<file path="src/rtl/crypto_pkg.sv">
// crypto_pkg: shared definitions for the CBC decrypt sequencer.
//   - state_t   : sequencer states (IDLE, ISSUE, WAIT, OUT)
//   - BLK_W     : cipher block width in bits
//   - ALGO_*    : algorithm select encoding seen by the block cores
package crypto_pkg;

    localparam int BLK_W = 128;

    localparam logic ALGO_AES = 1'b0;
    localparam logic ALGO_SM4 = 1'b1;

    typedef enum logic [1:0] {
        ST_IDLE  = 2'd0,
        ST_ISSUE = 2'd1,
        ST_WAIT  = 2'd2,
        ST_OUT   = 2'd3
    } state_t;

endpackage

</file>
<file path="src/rtl/cbc_decrypt_ctrl.sv">
// cbc_decrypt_ctrl: CBC decryption sequencer.
//   Takes 128-bit ciphertext blocks on the s_* stream, hands each one to an
//   external block core in decrypt mode (core_start/core_done), XORs the core
//   result with the previous ciphertext (or IV for the first block) and
//   presents the plaintext on the m_* stream.
//
// Ports
//   clk, rst_n          clock, asynchronous active-low reset
//   algo_sel            algorithm for a new frame (0 AES, 1 SM4)
//   iv_load, iv_in      load the chaining IV (only between frames)
//   err_clr             clear sticky error flags
//   s_valid/s_ready/s_data/s_last   ciphertext input stream
//   m_valid/m_ready/m_data/m_last   plaintext output stream
//   core_start/core_din/core_algo_sel/core_done/core_dout  block core link
//   busy, frame_active, blk_cnt     status
//   err_timeout, err_iv             sticky errors
//
// Stream handshakes: a beat transfers on a rising clk edge where valid and
// ready are both high; once valid is raised the source holds data/last
// stable until that edge. The core link is a one-cycle core_start pulse
// answered by a one-cycle core_done pulse.
module cbc_decrypt_ctrl
    import crypto_pkg::*;
#(
    parameter int TIMEOUT          = 64,
    parameter bit CLEAR_IV_ON_LAST = 1'b1,
    parameter int CNT_W            = 16
) (
    input  logic              clk,
    input  logic              rst_n,
    input  logic              algo_sel,
    input  logic              iv_load,
    input  logic [127:0]      iv_in,
    input  logic              err_clr,
    input  logic              s_valid,
    output logic              s_ready,
    input  logic [127:0]      s_data,
    input  logic              s_last,
    output logic              m_valid,
    input  logic              m_ready,
    output logic [127:0]      m_data,
    output logic              m_last,
    output logic              core_start,
    output logic [127:0]      core_din,
    output logic              core_algo_sel,
    input  logic              core_done,
    input  logic [127:0]      core_dout,
    output logic              busy,
    output logic              frame_active,
    output logic [CNT_W-1:0]  blk_cnt,
    output logic              err_timeout,
    output logic              err_iv
);

    state_t             state;
    state_t             state_nxt;

    logic [BLK_W-1:0]   c_reg;     // ciphertext of the block in flight
    logic               l_reg;     // its last flag
    logic [BLK_W-1:0]   p_reg;     // plaintext waiting in OUT
    logic [BLK_W-1:0]   iv_reg;    // previous ciphertext (chaining value)
    logic [15:0]        timer;

    logic s_hs;
    logic m_hs;
    logic done_ok;
    logic timer_exp;
    logic iv_ok;

    assign s_hs      = s_valid & s_ready;
    assign m_hs      = m_valid & m_ready;
    // A done pulse in the expiry cycle still counts as completion.
    assign done_ok   = (state == ST_WAIT) && core_done;
    assign timer_exp = (state == ST_WAIT) && !core_done && (timer == 16'(TIMEOUT - 1));
    assign iv_ok     = (state == ST_IDLE) && !frame_active;

    assign core_din = c_reg;
    assign m_data   = p_reg;
    assign m_last   = m_valid & l_reg;
    assign busy     = (state != ST_IDLE);

    // State register
    always_ff @(posedge clk or negedge rst_n) begin
        if (!rst_n) begin
            state <= ST_IDLE;
        end else begin
            state <= state_nxt;
        end
    end

    // Next state and handshake outputs
    always_comb begin
        state_nxt  = state;
        s_ready    = 1'b0;
        core_start = 1'b0;
        m_valid    = 1'b0;
        case (state)
            ST_IDLE: begin
                // Gated with rst_n so every output reads 0 while reset is held.
                s_ready = rst_n;
                if (s_valid) begin
                    state_nxt = ST_ISSUE;
                end
            end
            ST_ISSUE: begin
                core_start = 1'b1;
                state_nxt  = ST_WAIT;
            end
            ST_WAIT: begin
                if (core_done) begin
                    state_nxt = ST_OUT;
                end else if (timer_exp) begin
                    state_nxt = ST_IDLE;
                end
            end
            ST_OUT: begin
                m_valid = 1'b1;
                if (m_ready) begin
                    state_nxt = ST_IDLE;
                end
            end
            default: state_nxt = ST_IDLE;
        endcase
    end

    // Datapath, frame tracking and timer
    always_ff @(posedge clk or negedge rst_n) begin
        if (!rst_n) begin
            c_reg         <= '0;
            l_reg         <= 1'b0;
            p_reg         <= '0;
            iv_reg        <= '0;
            timer         <= '0;
            core_algo_sel <= ALGO_AES;
            frame_active  <= 1'b0;
            blk_cnt       <= '0;
        end else begin
            if (iv_load && iv_ok) begin
                iv_reg <= iv_in;
            end

            if (s_hs) begin
                c_reg <= s_data;
                l_reg <= s_last;
                if (!frame_active) begin
                    core_algo_sel <= algo_sel;
                    frame_active  <= 1'b1;
                end
            end

            if (state == ST_ISSUE) begin
                timer <= '0;
            end else if (state == ST_WAIT) begin
                timer <= timer + 16'd1;
            end

            if (done_ok) begin
                p_reg  <= core_dout ^ iv_reg;
                iv_reg <= c_reg;
            end

            // Timed-out block is dropped; IV keeps the last good ciphertext.
            if (timer_exp) begin
                frame_active <= 1'b0;
                blk_cnt      <= '0;
            end

            if (m_hs) begin
                if (l_reg) begin
                    frame_active <= 1'b0;
                    blk_cnt      <= '0;
                    if (CLEAR_IV_ON_LAST) begin
                        iv_reg <= '0;
                    end
                end else begin
                    blk_cnt <= blk_cnt + CNT_W'(1);
                end
            end
        end
    end

    // Sticky errors: a new event outranks err_clr in the same cycle.
    always_ff @(posedge clk or negedge rst_n) begin
        if (!rst_n) begin
            err_timeout <= 1'b0;
            err_iv      <= 1'b0;
        end else begin
            if (timer_exp) begin
                err_timeout <= 1'b1;
            end else if (err_clr) begin
                err_timeout <= 1'b0;
            end

            if (iv_load && !iv_ok) begin
                err_iv <= 1'b1;
            end else if (err_clr) begin
                err_iv <= 1'b0;
            end
        end
    end

endmodule

</file>
<file path="config.mk">
export PLATFORM = sky130hd
export DESIGN_NAME = cbc_decrypt_ctrl
export DESIGN_NICKNAME = d
export VERILOG_FILES = /design/src/rtl/crypto_pkg.sv /design/src/rtl/cbc_decrypt_ctrl.sv
export SDC_FILE = /design/constraint.sdc
export NUM_CORES = 1
export LEC_CHECK = 0
export CORE_AREA = 5 5 257 259
export DETAILED_ROUTE_END_ITERATION = 8
export DIE_AREA = 0 0 262 264
export GPL_ROUTABILITY_DRIVEN = 0
export GPL_TIMING_DRIVEN = 0
export PLACE_DENSITY_LB_ADDON = 0.05
export REMOVE_ABC_BUFFERS = 1
export SYNTH_ARGS = -nofsm -noshare
export SYNTH_HDL_FRONTEND = slang
export SYNTH_SLANG_ARGS = --single-unit
</file>
<file path="constraint.sdc">
create_clock -name clk -period 2.3 [get_ports clk]
set_clock_uncertainty 0.1 [all_clocks]
set_input_delay 0.23 -clock clk [delete_from_list [all_inputs] [get_ports clk]]
set_output_delay 0.23 -clock clk [all_outputs]
set_load 0.02 [all_outputs]
</file>
==> impl_metrics.csv, run 1 <==
group,metric,value,unit
outcome,run_status,"finished, violations left",
outcome,violations,"negative hold slack",
setup_path,critical_path.max_fanout,20,
route,dr.first_iter.drc_count,705,
setup_path,worst_setup_path_start_kind,"flop",
pwr,vdd_drop_max,674,uV
sta,fin_crit,2.22,ns
setup_path,path_class,"reg -> reg",
clock_network,worstSkewPairLatency,0.58,ns
synthesis,syn_inst,1617,
synthesis,synth_top_area_share,0.567,
synthesis,ys_types,52,
layout,ff_latch_area,10600,sq um
sta,tightest_slew,0.719,ns
clock_network,cts_sinks,423,
sta,finalCritPeriodShare,0.967,
clock_network,numCtsBuffers,52,
place,place_hpwl,52.0,mm
place,portBuffers,673,
clock_network,cts_buffer_depth,3,
floorplan,rows,93,
place,dp_slack,-1.00,ns
sta,setup_ws,0.0755,ns
synthesis,yosys_warnings,0,
sta,finalSetupViolations,0,
synthesis,syn-mean-instance-area,11.6,sq um
global_routing,grt_usage,0.212,
layout,final_area,29400,sq um
floorplan,ioPinCount,674,
global_routing,grt_pass1_vias,15500,
route,drtAntennaViolNets,0,
pwr,p_leak,13.0,nW
route,drc_errors,0,
place,post_dp_cell_area,26800,sq um
synthesis,synth_edf_count,0,
route,vias,15200,
synthesis,synth_area,18700,sq um
sta,max_slew_margin,0.521,
flow_run,maxCapViolCount,0,
floorplan,chipHeight,264,um
setup_path,rrSetupSlack,0.08,ns
route,firstDrtPassIters,4,
floorplan,die_area,69200,sq um
setup_path,worst_ep_arrival_time,2.62,ns
synthesis,ys.flop_type,"dfrtp_1",
global_routing,grt.overflow.total,0,
clock_network,cts_tree,"built",
clock_network,htreeDepth,2,
global_routing,antenna_found_initial,28,
synthesis,synth_top_area_cell,"dfrtp_1",
setup_path,required,2.69,ns
global_routing,grt_start_max_net_pins,109,
layout,multi_input_area,7710,sq um
route,wl_per_cell,23.7,um
route,vias_per_cell,4.70,
synthesis,async_flop_share,1.00,
clock_network,path_clk_slew,0.06,ns
synthesis,synthTopCellsByArea,"dfrtp_1 (57%), mux2_2 (8.0%), mux2i_1 (7.1%)",
pwr,power_density,1330,nW/um^2
layout,mostFrequentLayoutCells,"clkdlybuf4s50_1 (667), dfrtp_1 (422), nor2_1 (150)",
sta,hold_slack,-0.0329,ns
floorplan,floorplan.core_area,63600,sq um
route,drt_wl_total,76.6,mm
setup_path,cp-end-kind,"flop",
sta,hold_viol,5,
global_routing,grt_pass1_wl,110,mm
sta,setup_tns,0,ns
hold_path,hp-class,"in -> async",
synthesis,yosysSeqAreaShare,0.567,
synthesis,yosys_register_bits,423,
layout,syn_to_final_growth,57.3,%
layout,drive_gt1_frac,0.132,
sta,drv_slew,0,
layout,fill_cells,5939,
sta,maxClockFrequency,0.450,GHz
sta,rsz0062_at_grt,"no",
floorplan,initial_core_util,0.293,
layout,nets,2712,
floorplan,die_x,262,um
clock_network,root_buffer,"clkbuf_16",
layout,final_common_cell,"clkdlybuf4s50_1",
## layer usage
metal  wire, um  global-route usage
met1      29800               0.251
met2      38000               0.359
met3       6430              0.0786
met4       2230              0.0633
met5        182                   0
## critical path, cell delays in order (launching register included)
cell and delay, ns:
dfrtp_1 0.41, inv_2 0.16, ha_4 0.17, nand3b_1 0.16, buf_12 0.20, buf_16 0.17, buf_16 0.18, buf_16 0.16
mux2i_1 0.13, a211oi_1 0.23
## final timing paths
path | startpoint | end | cells after the start
hold / removal | rst_n | m_data[26]$_DFFE_PN0P_ | 6
setup reg to reg | state[0]$_DFFE_PN0P_ | iv_reg[66]$_DFF_PN0_ | 9
min in group clk | s_data[78] | core_din[78]$_DFFE_PN0P_ | 2
max in group asynchronous | rst_n | iv_reg[115]$_DFF_PN0_ | 7
setup / recovery | state[0]$_DFFE_PN0P_ | iv_reg[66]$_DFF_PN0_ | 9
hold reg to reg | m_data[44]$_DFFE_PN0P_ | m_data[44]$_DFFE_PN0P_ | 2
## cells in the mapped netlist, drive strengths merged (4+ instances only)
master / count
nor3: 9
mux2: 132
nand4: 11
clkbuf: 63
nand2: 145
nand3: 7
ha: 7
inv: 17
buf: 41
or3: 4
a21oi: 9
o21ai: 137
a211o: 7
xor2: 5
and3: 10
a211oi: 128
nor2: 150
dfrtp: 423
xnor2: 131
and2: 6
nor4: 5
mux2i: 132
## final cells by class
type,instances,share of cell area
Antenna cell,20,0.00170
Clock buffer,83,0.0554
Clock inverter,11,0.00273
Inverter,17,0.00226
Multi-Input combinational cell,1076,0.262
Sequential cell,423,0.360
Tap cell,855,0.0364
Timing Repair Buffer,742,0.279
## metrics by stage
stage,instances,total power [mW],util
4_1_cts,3190,39.5,0.457
3_3_place_gp,3041,30.2,0.409
3_5_place_dp,3069,30.5,0.420
2_1_floorplan,1513,22.5,-
6_report,3227,39.1,0.462
5_1_grt,3216,41.5,0.461
## cell families (layout without fill, tap and decap cells)
| group | count (synthesis) | after routing | synth area share |
|---|---|---|---|
| compound gates | 306 | 306 | 0.105 |
| xor+xnor | 136 | 136 | 0.0638 |
| fa+ha+maj | 7 | 7 | 0.00469 |
| buf+inv | 121 | 853 | 0.0269 |
| flops | 423 | 423 | 0.567 |
| mux | 264 | 264 | 0.150 |
| other cells | 0 | 20 | 0 |
| simple gates | 360 | 363 | 0.0824 |
## timing repair
item | CTS | global route
hold endpoints to repair | 118 | 0
hold buffers | 11 | 0
setup buffers | 4 | 14
resized for setup | 23 | 9
pin swaps | 3 | 6
gates cloned | 13 | 3
setup endpoints to repair | 324 | 36
## report_power, final
part           switching [mW]  internal [mW]
clock network            3.29           4.92
logic                    8.64           8.89
registers                2.41           11.0
total                    14.3           24.8
Power figures use the tool's default switching activity.
==> run 2, diff against run 1 <==
--- a/config.mk
+++ b/config.mk
@@ -5,12 +5,13 @@
 export SDC_FILE = /design/constraint.sdc
 export NUM_CORES = 1
 export LEC_CHECK = 0
-export CORE_AREA = 5 5 257 259
+export CORE_AREA = 2 2 262 264
 export DETAILED_ROUTE_END_ITERATION = 8
-export DIE_AREA = 0 0 262 264
+export DIE_AREA = 0 0 264 266
 export GPL_ROUTABILITY_DRIVEN = 0
 export GPL_TIMING_DRIVEN = 0
 export PLACE_DENSITY_LB_ADDON = 0.05
+export RECOVER_POWER = 25
 export REMOVE_ABC_BUFFERS = 1
 export SYNTH_ARGS = -nofsm -noshare
 export SYNTH_HDL_FRONTEND = slang
==> run 2 against run 1 <==
The run still ends with negative hold slack left. Clock-buffer cell count up 8. Clock power is 2.6% higher. Register-to-register slack improved by 0.04 ns. Critical endpoint is now s_ready. Wire length down 2.5%. Non-clock buffer count down 14. Global-route usage shrank 0.45 points. Final area decreased by 1.2%. Sequential share of layout area rose by 0.42 points.
==> impl_metrics.csv, run 2 (synthesis gave the netlist of run 1 again) <==
group,metric,value,unit
sta,rsz0062_at_grt,"no",
setup_path,crit_path_end,"s_ready",
pwr,power_density,1350,nW/um^2
clock_network,cts_sinks,423,
sta,drv_slew,0,
clock_network,cts_hold_buf,2,
pwr,power.total,39.1,mW
layout,mostFrequentLayoutCells,"clkdlybuf4s50_1 (666), dfrtp_1 (422), nor2_1 (150)",
sta,hold_slack,-0.530,ns
place,post_dp_cell_area,26800,sq um
route,firstDrtPassIters,4,
global_routing,grt_pass1_wl,108,mm
floorplan,ioPinCount,674,
setup_path,critPathTopFamily,"flip-flops",
floorplan,initial_core_util,0.276,
sta,hold_viol,117,
clock_network,htreeDepth,2,
route,drtAntennaViolNets,0,
sta,setup_ws,0.0892,ns
setup_path,timing.rr.start,"state[0]$_DFFE_PN0P_",
setup_path,worst_setup_path_start_kind,"flop",
route,dr.first_iter.drc_count,686,
layout,nets,2699,
setup_path,crit_chain,"inv_2 > ha_4 > and2_2 > clkdlybuf4s15_2",
sta,fin_crit,2.21,ns
route,wl_per_cell,23.1,um
setup_path,critical_path.max_fanout,4,
route,vias_per_cell,4.68,
clock_network,numCtsBuffers,53,
layout,final_area,29000,sq um
setup_path,cp-end-kind,"primary output",
setup_path,rr_worst_depth,7,
clock_network,path_clk_slew,0.06,ns
place,portBuffers,673,
place,dp_slack,-1.05,ns
floorplan,die_area,70200,sq um
global_routing,grt_usage,0.207,
sta,finalSetupViolations,0,
setup_path,path_buf_inv,2,
layout,drive_gt1_frac,0.128,
place,place_hpwl,50.6,mm
floorplan,chipHeight,266,um
global_routing,antenna_found_initial,33,
layout,utilization,0.429,
outcome,run_status,"finished, violations left",
sta,tightest_slew,1.28,ns
outcome,violations,"negative hold slack",
layout,syn_to_final_growth,55.5,%
sta,finalCritPeriodShare,0.961,
layout,final_common_cell,"clkdlybuf4s50_1",
route,drc_errors,0,
clock_network,root_buffer,"clkbuf_16",
global_routing,grt_pass1_vias,15600,
clock_network,cts_buffer_depth,3,
setup_path,cp.depth,4,
setup_path,startpoint,"state[1]$_DFFE_PN0P_",
pwr,vdd_drop_max,604,uV
setup_path,worst_ep_arrival_time,1.88,ns
setup_path,rrSetupSlack,0.12,ns
setup_path,required,1.97,ns
pwr,p_leak,12.9,nW
floorplan,rows,96,
sta,maxClockFrequency,0.452,GHz
setup_path,r2r-end,"iv_reg[109]$_DFF_PN0_",
clock_network,worstSkewPairLatency,0.60,ns
flow_run,maxCapViolCount,0,
hold_path,hp-class,"in -> async",
route,vias,15200,
global_routing,grt.overflow.total,0,
setup_path,path_class,"reg -> out",
setup_path,crit_path_top_delay_cell,"dfrtp_2",
setup_path,crit_path_max_incr_delay,0.44,ns
clock_network,cts_tree,"built",
floorplan,die_x,264,um
route,drt_wl_total,74.7,mm
global_routing,grt_start_max_net_pins,106,
floorplan,floorplan.core_area,67700,sq um
sta,max_slew_margin,0.145,
## run 2: cell types whose count changed in the layout (fill, tap and decap cells not counted), moves of 2 or more
cell and change:
buf_12 -3, buf_16 -10, bufbuf_16 -3, clkbuf_1 +5, clkbuf_16 +2, clkbuf_2 +3, clkinv_2 -5, clkinvlp_4 +2
diode_2 -4, dlygate4sd2_1 -2
## run 2: how the worst min path moves through the flow
stage / startpoint / to / slack [ns] / cells after the start
final: rst_n / m_data[20]$_DFFE_PN0P_ / -0.53 / 1
after global routing: rst_n / m_data[20]$_DFFE_PN0P_ / -0.49 / 1
after CTS: rst_n / m_data[20]$_DFFE_PN0P_ / -0.52 / 1
after detailed placement: rst_n / m_data[20]$_DFFE_PN0P_ / 0.25 / 1
after global placement: m_data[115]$_DFFE_PN0P_ / m_data[115]$_DFFE_PN0P_ / 0.36 / 2
after floorplan: rst_n / blk_cnt[0]$_DFFE_PN0P_ / -0.17 / 0
## run 2: repair_timing
item | CTS | global route
gates cloned | 9 | 4
hold endpoints to repair | 142 | 102
setup buffers | 10 | 8
endpoints found under the setup margin | 344 | 51
pin swaps | 5 | 17
resized for setup | 24 | 10
## run 2: stage by stage
| step | instances | TNS, ns |
|---|---|---|
| after floorplan | 1513 | -1990.62 |
| after global routing | 3235 | 0 |
| after global placement | 3068 | - |
| after detailed placement | 3097 | -210.59 |
| final | 3241 | 0 |
| after CTS | 3215 | 0 |
## run 2: final cells by class
class	count	area, sq um
Fill cell	6469	38700
Sequential cell	423	10600
Timing Repair Buffer	728	7770
Multi-Input combinational cell	1076	7710
Clock buffer	91	1710
Tap cell	882	1100
Inverter	17	63.8
Clock inverter	8	48.8
Antenna cell	16	40.0
## run 2: power by group
group | total (mW) | switching [mW] | internal (mW)
sequential | 13.4 | 2.39 | 11.0
clock | 8.42 | 3.40 | 5.01
combinational | 17.3 | 8.54 | 8.75
## run 2: worst reg2reg max path: cells and delay by family, from the launching register on
family                     cells  cell delay, ns
DFF                            1            0.39
adders and majority gates      1            0.18
buffers and inverters          4            0.99
AOI/OAI and AO/OA              1            0.26
and+or+nand+nor                1            0.17
## run 2: routing by layer
metal,GRT usage,vias to the layer above,part of all wire
met5,0,-,0.0029
met4,0.0613,34,0.023
met3,0.0855,118,0.090
met2,0.346,465,0.49
met1,0.244,7483,0.40
li1,-,7072,-
